[src/rtl/bin_to_bcd_converter.sv]
// Sequential double-dabble converter: unsigned binary -> packed BCD digits.
// Saturates operands above 10^DIGITS-1 to all-nines and flags overflow.
//
// Ports:
//   clk_i      : clock, rising edge
//   reset_i    : synchronous reset, active low
//   start_i    : conversion request, sampled only while idle
//   bin_i      : unsigned binary operand, sampled on accepted start
//   ready_o    : high while idle (a start will be accepted)
//   done_o     : one-cycle pulse, BCD_o/overflow_o freshly updated
//   BCD_o      : packed BCD result, digit 0 in [3:0]
//   overflow_o : last operand exceeded 10^DIGITS-1 and was saturated
module bin_to_bcd_converter #(
  parameter int BIN_W  = 27,
  parameter int DIGITS = 8
) (
  input  logic                  clk_i,
  input  logic                  reset_i,
  input  logic                  start_i,
  input  logic [BIN_W-1:0]      bin_i,
  output logic                  ready_o,
  output logic                  done_o,
  output logic [4*DIGITS-1:0]   BCD_o,
  output logic                  overflow_o
);

  localparam int BCD_W = 4 * DIGITS;
  localparam int CNT_W = $clog2(BIN_W + 1);

  function automatic logic [63:0] dec_max(input int d);
    logic [63:0] p;
    p = 64'd1;
    for (int i = 0; i < d; i++) begin
      p = p * 64'd10;
    end
    return p - 64'd1;
  endfunction

  localparam logic [63:0] MAX_DEC = dec_max(DIGITS);
  localparam logic [BIN_W-1:0] SAT_VAL = MAX_DEC[BIN_W-1:0];
  localparam logic [CNT_W-1:0] ITERS = CNT_W'(BIN_W);

  typedef enum logic [1:0] {
    IDLE = 2'd0,
    OP   = 2'd1,
    DONE = 2'd2
  } state_t;

  state_t               state;
  state_t               state_n;
  logic [BIN_W-1:0]     bin_work;
  logic [BIN_W-1:0]     bin_work_n;
  logic [BCD_W-1:0]     bcd_work;
  logic [BCD_W-1:0]     bcd_work_n;
  logic [BCD_W-1:0]     bcd_adj;
  logic [CNT_W-1:0]     cnt;
  logic [CNT_W-1:0]     cnt_n;
  logic                 ovf_next;
  logic                 ovf_next_n;
  logic [BCD_W-1:0]     bcd_out_n;
  logic                 ovf_out_n;
  logic                 done_n;
  logic                 too_big;

  assign too_big = 64'(bin_i) > MAX_DEC;

  // Add-3 correction: any digit >= 5 would carry past 9 once doubled.
  always_comb begin
    bcd_adj = bcd_work;
    for (int i = 0; i < DIGITS; i++) begin
      if (bcd_work[4*i +: 4] >= 4'd5) begin
        bcd_adj[4*i +: 4] = bcd_work[4*i +: 4] + 4'd3;
      end
    end
  end

  always_comb begin
    state_n    = state;
    bin_work_n = bin_work;
    bcd_work_n = bcd_work;
    cnt_n      = cnt;
    ovf_next_n = ovf_next;
    bcd_out_n  = BCD_o;
    ovf_out_n  = overflow_o;
    done_n     = 1'b0;
    ready_o    = 1'b0;
    unique case (state)
      IDLE: begin
        ready_o = 1'b1;
        if (start_i) begin
          bin_work_n = too_big ? SAT_VAL : bin_i;
          ovf_next_n = too_big;
          bcd_work_n = '0;
          cnt_n      = ITERS;
          state_n    = OP;
        end
      end
      OP: begin
        // Shift {bcd, bin} left; bin MSB enters digit 0.
        bcd_work_n = {bcd_adj[BCD_W-2:0], bin_work[BIN_W-1]};
        bin_work_n = {bin_work[BIN_W-2:0], 1'b0};
        cnt_n      = cnt - CNT_W'(1);
        if (cnt == CNT_W'(1)) begin
          state_n = DONE;
        end
      end
      DONE: begin
        bcd_out_n = bcd_work;
        ovf_out_n = ovf_next;
        done_n    = 1'b1;
        state_n   = IDLE;
      end
      default: begin
        state_n = IDLE;
      end
    endcase
  end

  always_ff @(posedge clk_i) begin
    if (!reset_i) begin
      state      <= IDLE;
      bin_work   <= '0;
      bcd_work   <= '0;
      cnt        <= '0;
      ovf_next   <= 1'b0;
      BCD_o      <= '0;
      overflow_o <= 1'b0;
      done_o     <= 1'b0;
    end else begin
      state      <= state_n;
      bin_work   <= bin_work_n;
      bcd_work   <= bcd_work_n;
      cnt        <= cnt_n;
      ovf_next   <= ovf_next_n;
      BCD_o      <= bcd_out_n;
      overflow_o <= ovf_out_n;
      done_o     <= done_n;
    end
  end

endmodule

[config.mk]
export PLATFORM = sky130hd
export DESIGN_NAME = bin_to_bcd_converter
export DESIGN_NICKNAME = d
export VERILOG_FILES = /design/src/rtl/bin_to_bcd_converter.sv
export SDC_FILE = /design/constraint.sdc
export NUM_CORES = 1
export LEC_CHECK = 0
export ABC_AREA = 1
export BUFFER_PORTS_ARGS = -buffer_cell sky130_fd_sc_hd__buf_2
export CORE_AREA = 10 10 109 111
export CTS_CLUSTER_SIZE = 8
export DETAILED_ROUTE_END_ITERATION = 12
export DIE_AREA = 0 0 119 121
export PLACE_DENSITY = 0.69
export SYNTH_ARGS = -nofsm -noshare
export SYNTH_HDL_FRONTEND = slang
export SYNTH_SLANG_ARGS = --single-unit
[constraint.sdc]
create_clock -name clk_i -period 3.15 [get_ports clk_i]
set_input_delay 0.4725 -clock clk_i [delete_from_list [all_inputs] [get_ports clk_i]]
set_output_delay 0.4725 -clock clk_i [all_outputs]
set_load 0.005 [all_outputs]
==> metrics.sh <==
CP_SLOWEST_CELL='nor2_8'
SUM_OF_BUFFERS_AND_INVERTERS_ON_THE_CRITICAL_PATH=2
YS_SEQ_ELEMENTS=101
SYNTH_SEQ_AREA_SHARE_PCT=42.7
CRITPATHCAPTURETYPE='register'
CTS_MADE_BUFFERS=9
SYNTH_FLOP_CELL='dfxtp_1'
CRITPATHTOPFAMILY='simple AND/OR/NAND/NOR gates'
ROUTE.DETAILED.WL_PER_INST_UM=13.1
SYNTH_ENABLE_FLOP_CELLS=0
VDD_IR_DROP_MAX_mV=0.212
YS_TYPES=36
SYNTH.NET_COUNT=667
FINALNETCOUNT=710
DIE_WIDTH_UM=119
FINAL_CELL_MIX='dfxtp_1 (101), nand2_1 (98), a21oi_1 (90)'
WORST_PATH_MAX_FANOUT=52
WORST_HOLD_PATH_TYPE='primary input to register'
RUN_STATUS='finished, final reports clean'
CTS.REPAIR.RESIZED=0
DRTITER0DRC=209
WORSTHOLDSTART='bin_i[9]'
FLOORPLAN.INITIALDENSITY_PCT=49.1
DESIGN.DIE.AREA_UM2=14400
CLKLATENCYLATEPIN_PS=360
PORT_BUFFERS=64
WORSTREGTOREGCELLS=6
HOLD_PATH_END='bin_work[9]'
POSTCTSSETUPREPAIRBUFS=0
REPORT.FINAL.HOLD_VIOL_COUNT=0
WORSTPATHREQUIRED_PS=3420
POST_CTS_HOLD_BUFFER_COUNT=0
LAYOUT-DRIVE-GT1-SHARE_PCT=15.3
POWER_PER_CELL_AREA_nW_PER_UM2=481
FIN_HOLD_WS_PS=381
GRT_USAGE_PCT=14.4
MAX_FREQ_MHz=472
HTREE_LEVELS=3
WORST-SETUP-PATH-TYPE='register to register'
WORSTSETUPSTARTPOINTTYPE='register'
GLOBAL_ROUTE_WIRE_LENGTH_BEFORE_REPAIR_UM=17800
FINAL_COMMON_CELL='dfxtp_1'
MAX_STAGE_DELAY_PS=580
CTS_ROOT_BUFFER='clkbuf_8'
CRITICAL_PATH_ARRIVAL_PS=2380
YOSYSWARNINGCOUNT=0
TIGHTEST_SLEW_PS=882
HEADROOM_TO_THE_MAX_SLEW_LIMIT_PCT=41.1
SLEW_VIOL_FINAL=0
CRITPATHMOSTFREQUENTCELL='inv_2'
WORSTREG2REGSTART='state[0]'
DRT.ANTENNA.VIOLATING_NETS=0
GRT_START_MAX_NET_PINS=66
DIE_HEIGHT_UM=121
CLKTRANSATPATHREGS_PS=90
PLACE.GP.CONGESTION=0.849
SYNTH_CELLS=619
LAYOUT_WORST_PATH_CYCLE_SHARE_PCT=67.2
CAP_VIOL_MAX_COUNT=0
AVGSYNTHCELLAREA_UM2=7.65
POSTLAYOUTCOREUTIL_PCT=54.4
VIAS=4154
IO_PINS=65
REG2REG_TO='cnt[3]'
CLOCK_TREE_FROM_TRITONCTS='yes'
GRT_REMAINING_OVERFLOW=0
DR.PASS1.ITERS=5
AREAGROWTHSYNTHTOFINISH_PCT=10.8
CLOCK_PATH_BUFFERS=2
SYNTH-ASYNC-RESET-RATIO_PCT=0
PLACE_HPWL_UM=7140
GRT_PASS1_VIAS=4073
ANTENNA_CELLS=0
CORE_AREA_UM2=9640
MIN_PERIOD_PS=2120
PLACEMENTROWS=36
ANTENNA_VIOLATIONS_BEFORE_REPAIR=0
MAPPEDNETLISTAREA_UM2=4730
POST-ROUTE-DRC-COUNT=0
POST_LAYOUT_NONFILLER_INSTANCES=799
TIMING.REG2REG.SETUP_SLACK_PS=1030
SETUP_REPAIR_AFTER_GLOBAL_ROUTING_MISSED_ITS_MARGIN='false'
CP_CELL_SEQUENCE='inv_2 -> nor2_8 -> inv_2 -> nor4_1 -> nor3_1 -> a211oi_1'
MIN_DELAY_PATH_DEPTH=3
VIA_PER_INST=5.20
FINALSETUPTNS_PS=0
POWER_LEAKAGE_nW=2.10
SKEW_PS=10.2
TOTALWIRELENGTH_UM=10500
DP.CELLS=784
SETUP_VIOL=0
CTS.SINKS=101
-- tightest hold or removal path, cell delays in order --
cell and delay (ps):
buf_2 100, nand3_1 70, a21oi_1 50
-- Yosys cell counts, types with 4 or more instances --
cell type    n  area share [%]
a21oi_1     90             9.5
nor2_1      37             2.9
clkbuf_1    13             1.0
a22oi_1     19             3.0
ha_1        18             4.8
inv_2        5            0.40
nor3_1      11             1.2
buf_6        4            0.95
xor2_1       7             1.3
nand3_1     34             3.6
nand2_1     98             7.8
or2_0        4            0.53
dfxtp_1    101              43
nor2_2       6            0.79
a31oi_1     12             1.6
inv_1       59             4.7
o21ai_0     59             6.2
buf_2       13             1.4
-- logic make-up after synthesis --
family | after synthesis | share of synthesized area, %
AOI/OAI and AO/OA | 188 | 21.6
xor gates and xnor gates | 7 | 1.30
adders and majority gates | 18 | 4.76
buffers and inverters | 99 | 9.57
DFF | 101 | 42.7
and+or+nand+nor | 206 | 20.1
-- final cells by class --
cell class	instances	area, um2
inverters	65	246
well taps	133	166
multi-input cells	419	2260
clock buffers	11	141
clock inverters	4	72.6
repair buffers	66	335
flip-flops and latches	101	2020
fillers	972	4400
-- worst max path at each step --
| stage | start | to | cells after the start |
|---|---|---|---|
| 2_1_floorplan | bin_i[11] | bin_work[0] | 9 |
| 3_3_place_gp | start_i | bin_work[6] | 7 |
| 3_5_place_dp | state[0] | cnt[3] | 6 |
| 4_1_cts | state[0] | cnt[3] | 6 |
| 5_1_grt | state[0] | cnt[3] | 6 |
| 6_report | state[0] | cnt[3] | 6 |
-- flip-flops by register name (all words and copies together) (netlist names) --
signal / count
BCD_o: 32
bcd_work: 32
bin_work: 27
done_o: 1
state: 2
ovf_next: 1
cnt: 5
overflow_o: 1
-- metrics by stage --
stage	setup WS (ps)	power, mW	cell area (um2)
6_report	1030	2.52	5240
5_1_grt	819	2.63	5240
4_1_cts	1010	2.55	5240
3_3_place_gp	1130	1.66	5030
2_1_floorplan	1690	1.61	4730
3_5_place_dp	1020	1.66	5030
-- where the power goes --
part           total [mW]  switching, mW  leakage, nW  internal (mW)
Sequential           1.36         0.0273        0.821           1.33
Clock               0.887          0.423        0.105          0.464
Combinational       0.279          0.185         1.17         0.0941
-- layer usage --
layer	up-vias	share of wire, %	GRT usage (%)
li1	2161	-	-
met5	-	0	0
met2	87	47	24.8
met3	13	4.7	3.68
met4	0	1.5	5.65
met1	1893	47	16.7
No activity file was read; power rests on OpenSTA's default activity.
